### config.mk
export PLATFORM = sky130hd
export DESIGN_NAME = move_sequencer
export DESIGN_NICKNAME = d
export VERILOG_FILES = /design/src/rtl/chess_pkg.sv /design/src/rtl/move_fifo.sv /design/src/rtl/move_sequencer.sv
export SDC_FILE = /design/constraint.sdc
export NUM_CORES = 1
export LEC_CHECK = 0
export ABC_AREA = 1
export CAP_MARGIN = 15
export CORE_AREA = 2 2 537 539
export DETAILED_ROUTE_END_ITERATION = 12
export DIE_AREA = 0 0 539 541
export PLACE_DENSITY_LB_ADDON = 0.05
export SYNTH_ARGS = -nofsm -noshare
export SYNTH_HDL_FRONTEND = slang
export SYNTH_SLANG_ARGS = --single-unit
### constraint.sdc
create_clock -name clk -period 5.9 [get_ports clk]
set_input_delay 1.18 -clock clk [delete_from_list [all_inputs] [get_ports clk]]
set_output_delay 1.18 -clock clk [all_outputs]
set_load 0.05 [all_outputs]
### src/rtl/chess_pkg.sv
// Shared board geometry, move width and sequencer state encoding for the
// chess move-generation pipeline.
package chess_pkg;
   localparam int NUM_SQ  = 64;
   localparam int SQ_W    = 10;
   localparam int MOVE_W  = 16;
   localparam int BOARD_W = NUM_SQ * SQ_W;

   typedef enum logic [2:0] {
      IDLE,
      LOAD,
      GEN,
      DRAIN,
      FLUSH
   } state_t;
endpackage

### src/rtl/move_fifo.sv
// Synchronous FIFO with flush; head is shown combinationally and reads as
// zero while empty so the consumer never sees stale entries.
module move_fifo
   import chess_pkg::*;
#(
   parameter int DEPTH = 16,
   parameter int WIDTH = MOVE_W
) (
   input  logic                   clk,
   input  logic                   rst,
   input  logic                   flush,
   input  logic                   push,
   input  logic [WIDTH-1:0]       push_data,
   input  logic                   pop,
   output logic [WIDTH-1:0]       head,
   output logic                   full,
   output logic                   empty,
   output logic [$clog2(DEPTH):0] count
);
   localparam int AW = $clog2(DEPTH);
   localparam logic [AW-1:0] PTR_ONE = AW'(1);
   localparam logic [AW:0]   CNT_ONE = (AW + 1)'(1);

   logic [WIDTH-1:0] mem [DEPTH];
   logic [AW-1:0]    wr_ptr;
   logic [AW-1:0]    rd_ptr;
   logic             do_push;
   logic             do_pop;

   assign full    = (count == (AW + 1)'(DEPTH));
   assign empty   = (count == '0);
   assign do_push = push && !full;
   assign do_pop  = pop && !empty;
   assign head    = empty ? '0 : mem[rd_ptr];

   always_ff @(posedge clk or negedge rst) begin
      if (!rst) begin
         wr_ptr <= '0;
         rd_ptr <= '0;
         count  <= '0;
      end else if (flush) begin
         wr_ptr <= '0;
         rd_ptr <= '0;
         count  <= '0;
      end else begin
         if (do_push) wr_ptr <= wr_ptr + PTR_ONE;
         if (do_pop)  rd_ptr <= rd_ptr + PTR_ONE;
         case ({do_push, do_pop})
            2'b10:   count <= count + CNT_ONE;
            2'b01:   count <= count - CNT_ONE;
            default: count <= count;
         endcase
      end
   end

   always_ff @(posedge clk) begin
      if (do_push) mem[wr_ptr] <= push_data;
   end
endmodule

### src/rtl/move_sequencer.sv
// Drives the board's load / generate / pop handshake for one position and
// streams the popped moves to the search core through a move FIFO.
module move_sequencer
   import chess_pkg::*;
#(
   parameter int GEN_CYCLES = 16,
   parameter int FIFO_DEPTH = 16,
   parameter int CNT_W      = 8
) (
   input  logic               clk,
   input  logic               rst,
   input  logic               start,
   input  logic               abort,
   input  logic [BOARD_W-1:0] board_in,
   input  logic               turn_in,
   input  logic [MOVE_W-1:0]  best_move,
   input  logic [NUM_SQ-1:0]  stack_empty,
   output logic [BOARD_W-1:0] original_pieces,
   output logic               turn,
   output logic               new_original,
   output logic               collect_pieces,
   output logic               move_order,
   output logic [MOVE_W-1:0]  mv_data,
   output logic               mv_valid,
   input  logic               mv_ready,
   output logic               busy,
   output logic               done,
   output logic [CNT_W-1:0]   move_count
);
   localparam int GW = (GEN_CYCLES > 1) ? $clog2(GEN_CYCLES) : 1;
   localparam logic [GW-1:0]    GEN_LAST = GW'(GEN_CYCLES - 1);
   localparam logic [GW-1:0]    GEN_ONE  = GW'(1);
   localparam logic [CNT_W-1:0] CNT_ONE  = CNT_W'(1);

   state_t                      state;
   state_t                      state_nxt;
   logic [GW-1:0]               gen_cnt;
   logic                        done_nxt;
   logic                        all_empty;
   logic                        fifo_full;
   logic                        fifo_empty;
   logic [$clog2(FIFO_DEPTH):0] fifo_count;

   assign all_empty = &stack_empty;
   assign busy      = (state != IDLE);
   assign mv_valid  = !fifo_empty;

   always_ff @(posedge clk or negedge rst) begin
      if (!rst) state <= IDLE;
      else      state <= state_nxt;
   end

   always_comb begin
      state_nxt      = state;
      new_original   = 1'b0;
      collect_pieces = 1'b0;
      move_order     = 1'b0;
      done_nxt       = 1'b0;
      unique case (state)
         IDLE:  if (start) state_nxt = LOAD;
         LOAD: begin
            new_original = 1'b1;
            state_nxt    = GEN;
         end
         GEN: begin
            collect_pieces = 1'b1;
            if (gen_cnt == '0) state_nxt = DRAIN;
         end
         DRAIN: begin
            move_order = !fifo_full && !all_empty;
            if (all_empty) state_nxt = FLUSH;
         end
         FLUSH: begin
            if (fifo_count == '0) begin
               state_nxt = IDLE;
               done_nxt  = 1'b1;
            end
         end
         default: state_nxt = IDLE;
      endcase
      // abort outranks every transition, including start and completion
      if (abort) begin
         state_nxt = IDLE;
         done_nxt  = 1'b0;
      end
   end

   always_ff @(posedge clk or negedge rst) begin
      if (!rst) begin
         original_pieces <= '0;
         turn            <= 1'b0;
         gen_cnt         <= '0;
         move_count      <= '0;
         done            <= 1'b0;
      end else begin
         done <= done_nxt;
         if (state == IDLE && start && !abort) begin
            original_pieces <= board_in;
            turn            <= turn_in;
            move_count      <= '0;
         end
         if (state == LOAD)                      gen_cnt <= GEN_LAST;
         else if (state == GEN && gen_cnt != '0) gen_cnt <= gen_cnt - GEN_ONE;
         if (move_order && !abort && move_count != '1)
            move_count <= move_count + CNT_ONE;
      end
   end

   move_fifo #(
      .DEPTH (FIFO_DEPTH),
      .WIDTH (MOVE_W)
   ) u_fifo (
      .clk       (clk),
      .rst       (rst),
      .flush     (abort),
      .push      (move_order),
      .push_data (best_move),
      .pop       (mv_valid && mv_ready),
      .head      (mv_data),
      .full      (fifo_full),
      .empty     (fifo_empty),
      .count     (fifo_count)
   );
endmodule

==> results of run 1 <==
## path summary, 6_finish.rpt
path | start | to | slack, ps
max in group asynchronous | rst | original_pieces[587] | 3980
min in group clk | gen_cnt[3] | gen_cnt[3] | 490
max reg2reg | state[2] | u_fifo.mem[15][2] | 3090
max | u_fifo.rd_ptr[0] | mv_data[15] | 530
min | rst | original_pieces[575] | 410
min reg2reg | gen_cnt[3] | gen_cnt[3] | 490
## layout by cell type, fill, tap and decap left out, drive strengths merged, types with 13 or more instances in the layout
cell type      netlist  final
nand2              108    108
nand3               51     51
clkinv               1     32
o221ai              48     48
a21oi               23     23
clkbuf              32    205
mux2               641    641
clkdlybuf4s50        0   1395
inv                 43     48
buf                 95     62
edfxtp             256    256
nor2               203    203
dfrtp              670    670
o21ai              145    145
diode                0     22
o22ai               16     16
nand4               13     13
## registers in the layout (all words and copies together) (netlist names)
| signal | flops |
|---|---|
| gen_cnt | 4 |
| move_count | 8 |
| done | 1 |
| u_fifo.mem | 256 |
| state | 3 |
| u_fifo.rd_ptr | 4 |
| original_pieces | 640 |
| turn | 1 |
| u_fifo.wr_ptr | 4 |
| u_fifo.count | 5 |
## per-layer routing
| layer | wire length, um | vias to the layer above | track usage (%) | part of all wire (%) |
|---|---|---|---|---|
| met5 | 502 | - | 0 | 0.21 |
| met2 | 130000 | 1208 | 30.6 | 54 |
| met4 | 7270 | 70 | 4.22 | 3.0 |
| met1 | 85500 | 13400 | 16.4 | 35 |
| li1 | - | 11500 | - | - |
| met3 | 18200 | 458 | 5.56 | 7.5 |
## metrics by stage
| step | hold slack, ps | setup WS, ps | cell area (um2) | total power, mW |
|---|---|---|---|---|
| 6_report | 409 | 528 | 61300 | 41.2 |
| 5_1_grt | 418 | 263 | 61200 | 42.8 |
| 4_1_cts | 406 | 380 | 61200 | 42.2 |
| 3_5_place_dp | 489 | 1290 | 56800 | 33.4 |
| 3_3_place_gp | 482 | 1260 | 56800 | 33.5 |
| 2_1_floorplan | 458 | 2540 | 38400 | 23.7 |
## logic make-up (layout without fill, tap and decap cells)
group,count (synthesis),count (layout)
AND/OR/NAND/NOR,387,387
adder cells (fa/ha/maj),11,11
buffers and inverters,171,1749
multiplexers,641,641
other,0,22
flip-flops,926,926
XOR/XNOR,7,7
AO/OA/AOI/OAI,237,237
## final cells by class
cell class	count	area [um2]	area share, %
Multi-Input combinational cell	1283	12800	20.9
Inverter	44	168	0.274
Antenna cell	22	55.1	0.0898
Clock buffer	205	4000	6.53
Sequential cell	926	24500	39.9
Clock inverter	43	413	0.674
Timing Repair Buffer	1457	14700	23.9
Tap cell	3781	4730	7.72
## power breakdown
| group | total (mW) | switching (mW) | leakage (nW) | internal (mW) |
|---|---|---|---|---|
| registers | 10.4 | 1.49 | 10.2 | 8.93 |
| clock network | 8.36 | 3.40 | 2.17 | 4.96 |
| logic | 22.5 | 14.5 | 12.9 | 7.98 |
| total | 41.2 | 19.4 | 25.3 | 21.9 |
## critical path: stages (launching register included)
cell	delay, ps
dfrtp_4	890
buf_4	560
o21ai_0	160
o22ai_1	250
nor2_1	60
nor2_1	110
o21ai_0	80
a21oi_1	310
clkdlybuf4s50_1	920
==> key figures, run 1 <==
Finish
  • Layout cells sized above 1: 23.5%
  • Fin cells: 7761
  • Area Growth Syn to Fin: 59.6%
  • Nets: 4590
  • Final Util: 21.4%
  • Fill cell count: 30500

Power and ir drop
  • Pwr dens: 673 nW/um2
  • Pleak: 25.3 nW
  • Maximum vdd drop: 0.277 mV

STA
  • Clk_skew: 48.0 ps
  • Post-route clock period utilization: 91.0%
  • Tmin final: 5370 ps
  • Max-slew headroom: 28.0%
  • RSZ-0062 raised after global routing: false
  • Final setup viols: 0
  • Slew Viols, Final: 0
  • Tightest Pin Transition: 1080 ps
  • Setup tns final: 0 ps
  • Final Hold Fails: 0
  • Max Clk Rate: 186 MHz

Clocking
  • H-tree levels: 4
  • Clk buf depth: 4
  • CTS tree: done
  • Clock latency on the worst-skew pair: 800 ps
  • Num Clock Sinks: 926
  • Worst-path clk slew: 60 ps
  • Post-CTS Setup Bufs: 0
  • CTS Buf Count: 141
  • Post_cts resized: 0
  • # hold bufs at CTS: 0
  • Root Buffer: clkbuf_16

Synthesis
  • Synth async-reset ratio: 72.4%
  • Synthesis Warnings: 0
  • Mux contribution to synthesized area: 24.7%
  • Dominant combinational cell family by area after synthesis: multiplexers
  • Seq/Total Area, Yosys: 63.7%
  • Synth unique cells: 38
  • Synth Area in Compound Gates: 3.64%
  • Top_reg_cell synth: dfrtp_1
  • Synthesized flop and latch total: 926
  • Xor/xnor cell area share of the yosys netlist: 0.160%
  • Synth top cells by count: dfrtp_1 (670), mux2_4 (602), edfxtp_1 (256)
  • Synthesized instance count: 2380
  • Synth Area in Simple Gates: 4.21%
  • Area leader, netlist: dfrtp_1
  • EDFF count, synth: 256
  • Post-Syn Nets: 3117
  • Syn_area_per_cell: 16.1 um2
  • Cell with the most instances after synthesis: dfrtp_1
  • Mapped cell area: 38400 um2
  • Adder-cell share of the synthesized area: 0.378%
  • Post-synth top area share: 43.7%
  • Top post-synthesis cells by area: dfrtp_1 (44%), mux2_4 (24%), edfxtp_1 (20%)

Detailed routing
  • Via count: 26600
  • ANT nets after route: 0
  • Routed len/inst: 31.1 um
  • Remaining DRCs: 0
  • Router iterations before antenna repair: 5
  • Final WL: 241 mm
  • Initial DRC Count: 1334
  • Vias per cell: 3.43

Global route
  • Pin count of the biggest net entering global routing: 116
  • First-pass GRT wire length: 308 mm
  • Antenna violations before repair: 157
  • GRT Overall Usage: 16.1%
  • Vias in the first global route: 27700
  • Total grt overflow: 0

Die
  • Starting Density: 13.4%
  • I/O pin total: 1397
  • Die height: 541 um
  • Chip Width: 539 um
  • Area of the core: 286000 um2
  • Die area: 292000 um2
  • Cell row count: 197

Critical path
  • Cell depth of the worst flop-to-flop path: 5
  • Worst EP required: 4720 ps
  • CP Max Fanout: 60
  • Kind of end point of the critical path: output port
  • Worst Path Arrival: 4190 ps
  • Crit Path Category: flop to output port
  • CP Launch Type: flop

Place
  • Port bufs: 1396
  • Post-DP HPWL: 190 mm
  • RePlAce Congestion: 0.793
  • DP Cell Count: 7491

Min path
  • Hold Path Class: primary input to asynchronous set/reset pin

Job
  • MaxCap Viol Count: 0

Outcome
  • Status: complete, no violations
Power figures use the tool's default switching activity.
==> run 2: changes to the inputs <==
--- a/config.mk
+++ b/config.mk
@@ -5,11 +5,11 @@
 export SDC_FILE = /design/constraint.sdc
 export NUM_CORES = 1
 export LEC_CHECK = 0
-export ABC_AREA = 1
 export CAP_MARGIN = 15
-export CORE_AREA = 2 2 537 539
+export CORE_AREA = 2 2 548 550
 export DETAILED_ROUTE_END_ITERATION = 12
-export DIE_AREA = 0 0 539 541
+export DIE_AREA = 0 0 550 552
+export DONT_BUFFER_PORTS = 1
 export PLACE_DENSITY_LB_ADDON = 0.05
 export SYNTH_ARGS = -nofsm -noshare
 export SYNTH_HDL_FRONTEND = slang
==> key figures, run 2 <==
Clocking
  • H-tree levels: 4
  • Root Buffer: clkbuf_16
  • CTS Buf Count: 141
  • Clock latency on the worst-skew pair: 810 ps
  • Num Clock Sinks: 926
  • Post-CTS Setup Bufs: 0
  • # hold bufs at CTS: 1
  • Post_cts resized: 0
  • CTS tree: done
  • Clk buf depth: 4
  • Worst-path clk slew: 60 ps

Detailed routing
  • Router iterations before antenna repair: 4
  • Remaining DRCs: 0
  • ANT nets after route: 0
  • Vias per cell: 3.19
  • Via count: 20300
  • Final WL: 227 mm
  • Initial DRC Count: 1019
  • Routed len/inst: 35.6 um

STA
  • Post-route clock period utilization: 84.3%
  • RSZ-0062 raised after global routing: false
  • Max Clk Rate: 201 MHz
  • Final setup viols: 0
  • Max-slew headroom: 17.8%
  • Hold slack final: 85.6 ps
  • Tmin final: 4970 ps
  • Final Hold Fails: 0
  • Clk_skew: 46.9 ps
  • Setup tns final: 0 ps
  • Tightest Pin Transition: 1230 ps
  • Slew Viols, Final: 0

Synthesis
  • Top_reg_cell synth: dfrtp_1
  • Synthesized flop and latch total: 926
  • Top post-synthesis cells by area: dfrtp_1 (47%), edfxtp_1 (22%), mux2_1 (20%)
  • Post-Syn Nets: 2710
  • Synth async-reset ratio: 72.4%
  • Synthesized instance count: 1973
  • Mapped cell area: 35600 um2
  • Synth top cells by count: dfrtp_1 (670), mux2_1 (641), edfxtp_1 (256)
  • EDFF count, synth: 256
  • Area leader, netlist: dfrtp_1
  • Seq/Total Area, Yosys: 68.7%
  • Synthesis Warnings: 0
  • Synth unique cells: 55
  • Syn_area_per_cell: 18.0 um2
  • Cell with the most instances after synthesis: dfrtp_1
  • Post-synth top area share: 47.1%

Place
  • Post-DP HPWL: 181 mm
  • Port bufs: 0
  • RePlAce Congestion: 0.816
  • DP Area: 40400 um2

Finish
  • Commonest non-fill, non-tap cell in the layout: dfrtp_1
  • Nets: 2788
  • Largest register FFs: 640
  • Fin area: 45600 um2
  • Area Growth Syn to Fin: 28.1%
  • Reg with most FFs: original_pieces
  • Registers with the most flip-flops: original_pieces x640, u_fifo.mem x256, move_count x8
  • Layout cells sized above 1: 15.5%
  • Commonest cells after routing, fill and taps aside: dfrtp_1 (666), mux2_1 (641), edfxtp_1 (256)

Critical path
  • Worst EP required: 4720 ps
  • Kind of end point of the critical path: output port
  • Reg2reg start: u_fifo.count[0]
  • CP top delay family: multiplexers
  • Crit path buffers/inverters: 1
  • CP Max Fanout: 36
  • Crit-path slowest cell: dfrtp_4
  • CP max stage delay: 960 ps
  • Crit Path Category: flop to output port
  • Worst reg2reg setup slack: 2750 ps
  • CP Launch Type: flop
  • Worst Path Arrival: 3790 ps
  • Critical path, cell by cell: buf_4, mux4_1, mux4_2, nor2b_1
  • Cell depth of the worst flop-to-flop path: 12
  • Reg2reg end: u_fifo.count[4]

Power and ir drop
  • Clk pwr share: 25.4%
  • Flop pwr share: 64.9%
  • Switching Fraction: 53.5%
  • Pleak: 16.3 nW
  • Combinational Power Share: 9.7%
  • Power Internal: 15.1 mW
  • Psw: 17.4 mW
  • Maximum vdd drop: 0.288 mV
  • Pwr dens: 712 nW/um2

Global route
  • Vias in the first global route: 20800
  • Pin count of the biggest net entering global routing: 671
  • Total grt overflow: 0
  • First-pass GRT wire length: 278 mm
  • Antenna violations before repair: 389
  • GRT Overall Usage: 14.5%

Outcome
  • Status: complete, no violations

Die
  • Die height: 552 um
  • I/O pin total: 1397
  • Die area: 304000 um2
  • Starting Density: 11.9%
  • Chip Width: 550 um
  • Area of the core: 298000 um2
  • Cell row count: 201

Min path
  • Hold Path Class: primary input to asynchronous set/reset pin

Job
  • MaxCap Viol Count: 0
run 2: cell types whose count changed in the layout (fill, tap and decap cells not counted), moves of 48 or more:
| cell | delta |
|---|---|
| clkdlybuf4s50_1 | -1395 |
| diode_2 | +240 |
| mux2_1 | +641 |
| mux2_4 | -602 |
| mux4_2 | +67 |
| nand2_1 | -79 |
| nor2_1 | -170 |
| o21ai_0 | -134 |
| o221ai_1 | -48 |
run 2: layout make-up:
class                   instances  area (um2)
diodes                        262         656
fillers                     32700      253000
multi-input cells             926       10600
flip-flops and latches        926       24500
clock buffers                 196        3970
repair buffers                 38         470
inverters                      18        67.6
well taps                    3958        4950
clock inverters                40         423
run 2: kinds of logic after synthesis:
family          Yosys count  share of synthesized area (%)
flops                   926                           68.7
mux                     728                           25.7
simple gates            138                           2.34
buf+inv                 121                           1.79
compound gates           37                          0.728
xor+xnor                 12                          0.295
fa+ha+maj                11                          0.408
run 2: power by group through the flow:
stage / registers [mW] / logic [mW] / clock network, mW
global route: 21.4 / 3.50 / 8.88
floorplan: 17.9 / 2.63 / 0
CTS: 21.5 / 3.15 / 8.69
detailed placement: 21.6 / 3.13 / 0
global placement: 21.7 / 3.07 / 0
finish: 21.0 / 3.16 / 8.24
run 2: per-stage QoR:
step | cells | setup WS (ps) | util (%) | total power, mW
5_1_grt | 6154 | 699 | 15.1 | 33.8
6_report | 6364 | 926 | 15.3 | 32.4
2_1_floorplan | 1973 | 1880 | - | 20.5
3_5_place_dp | 5860 | 1300 | 13.5 | 24.7
4_1_cts | 6097 | 730 | 15.0 | 33.3
3_3_place_gp | 5860 | 1240 | 13.5 | 24.8
run 2: how the worst max path moves through the flow:
stage,slack (ps),endpoint,depth (start not counted),startpoint
2_1_floorplan,1880,u_fifo.mem[0][0],6,stack_empty[5]
3_3_place_gp,1240,u_fifo.count[4],12,stack_empty[62]
3_5_place_dp,1300,u_fifo.count[4],12,stack_empty[61]
4_1_cts,730,mv_data[2],4,u_fifo.rd_ptr[0]
5_1_grt,700,mv_data[2],4,u_fifo.rd_ptr[0]
6_report,930,mv_data[2],4,u_fifo.rd_ptr[0]
run 2: worst reg2reg max path, stage by stage, from the launching register on:
cell,delay (ps)
dfrtp_1,430
nor4_1,450
a21oi_1,130
buf_4,220
nand2_1,120
inv_2,240
nor2_1,280
ha_1,310
nor2b_1,150
o21a_1,190
o31a_1,240
o22ai_1,120
o311ai_1,130
run 2: metal layers:
layer	part of all wire (%)	vias to the layer above	global-route usage, %
li1	-	7884	-
met1	31	10200	13.4
met2	47	1271	23.9
met3	18	670	12.5
met4	2.9	262	3.62
met5	0.73	-	0
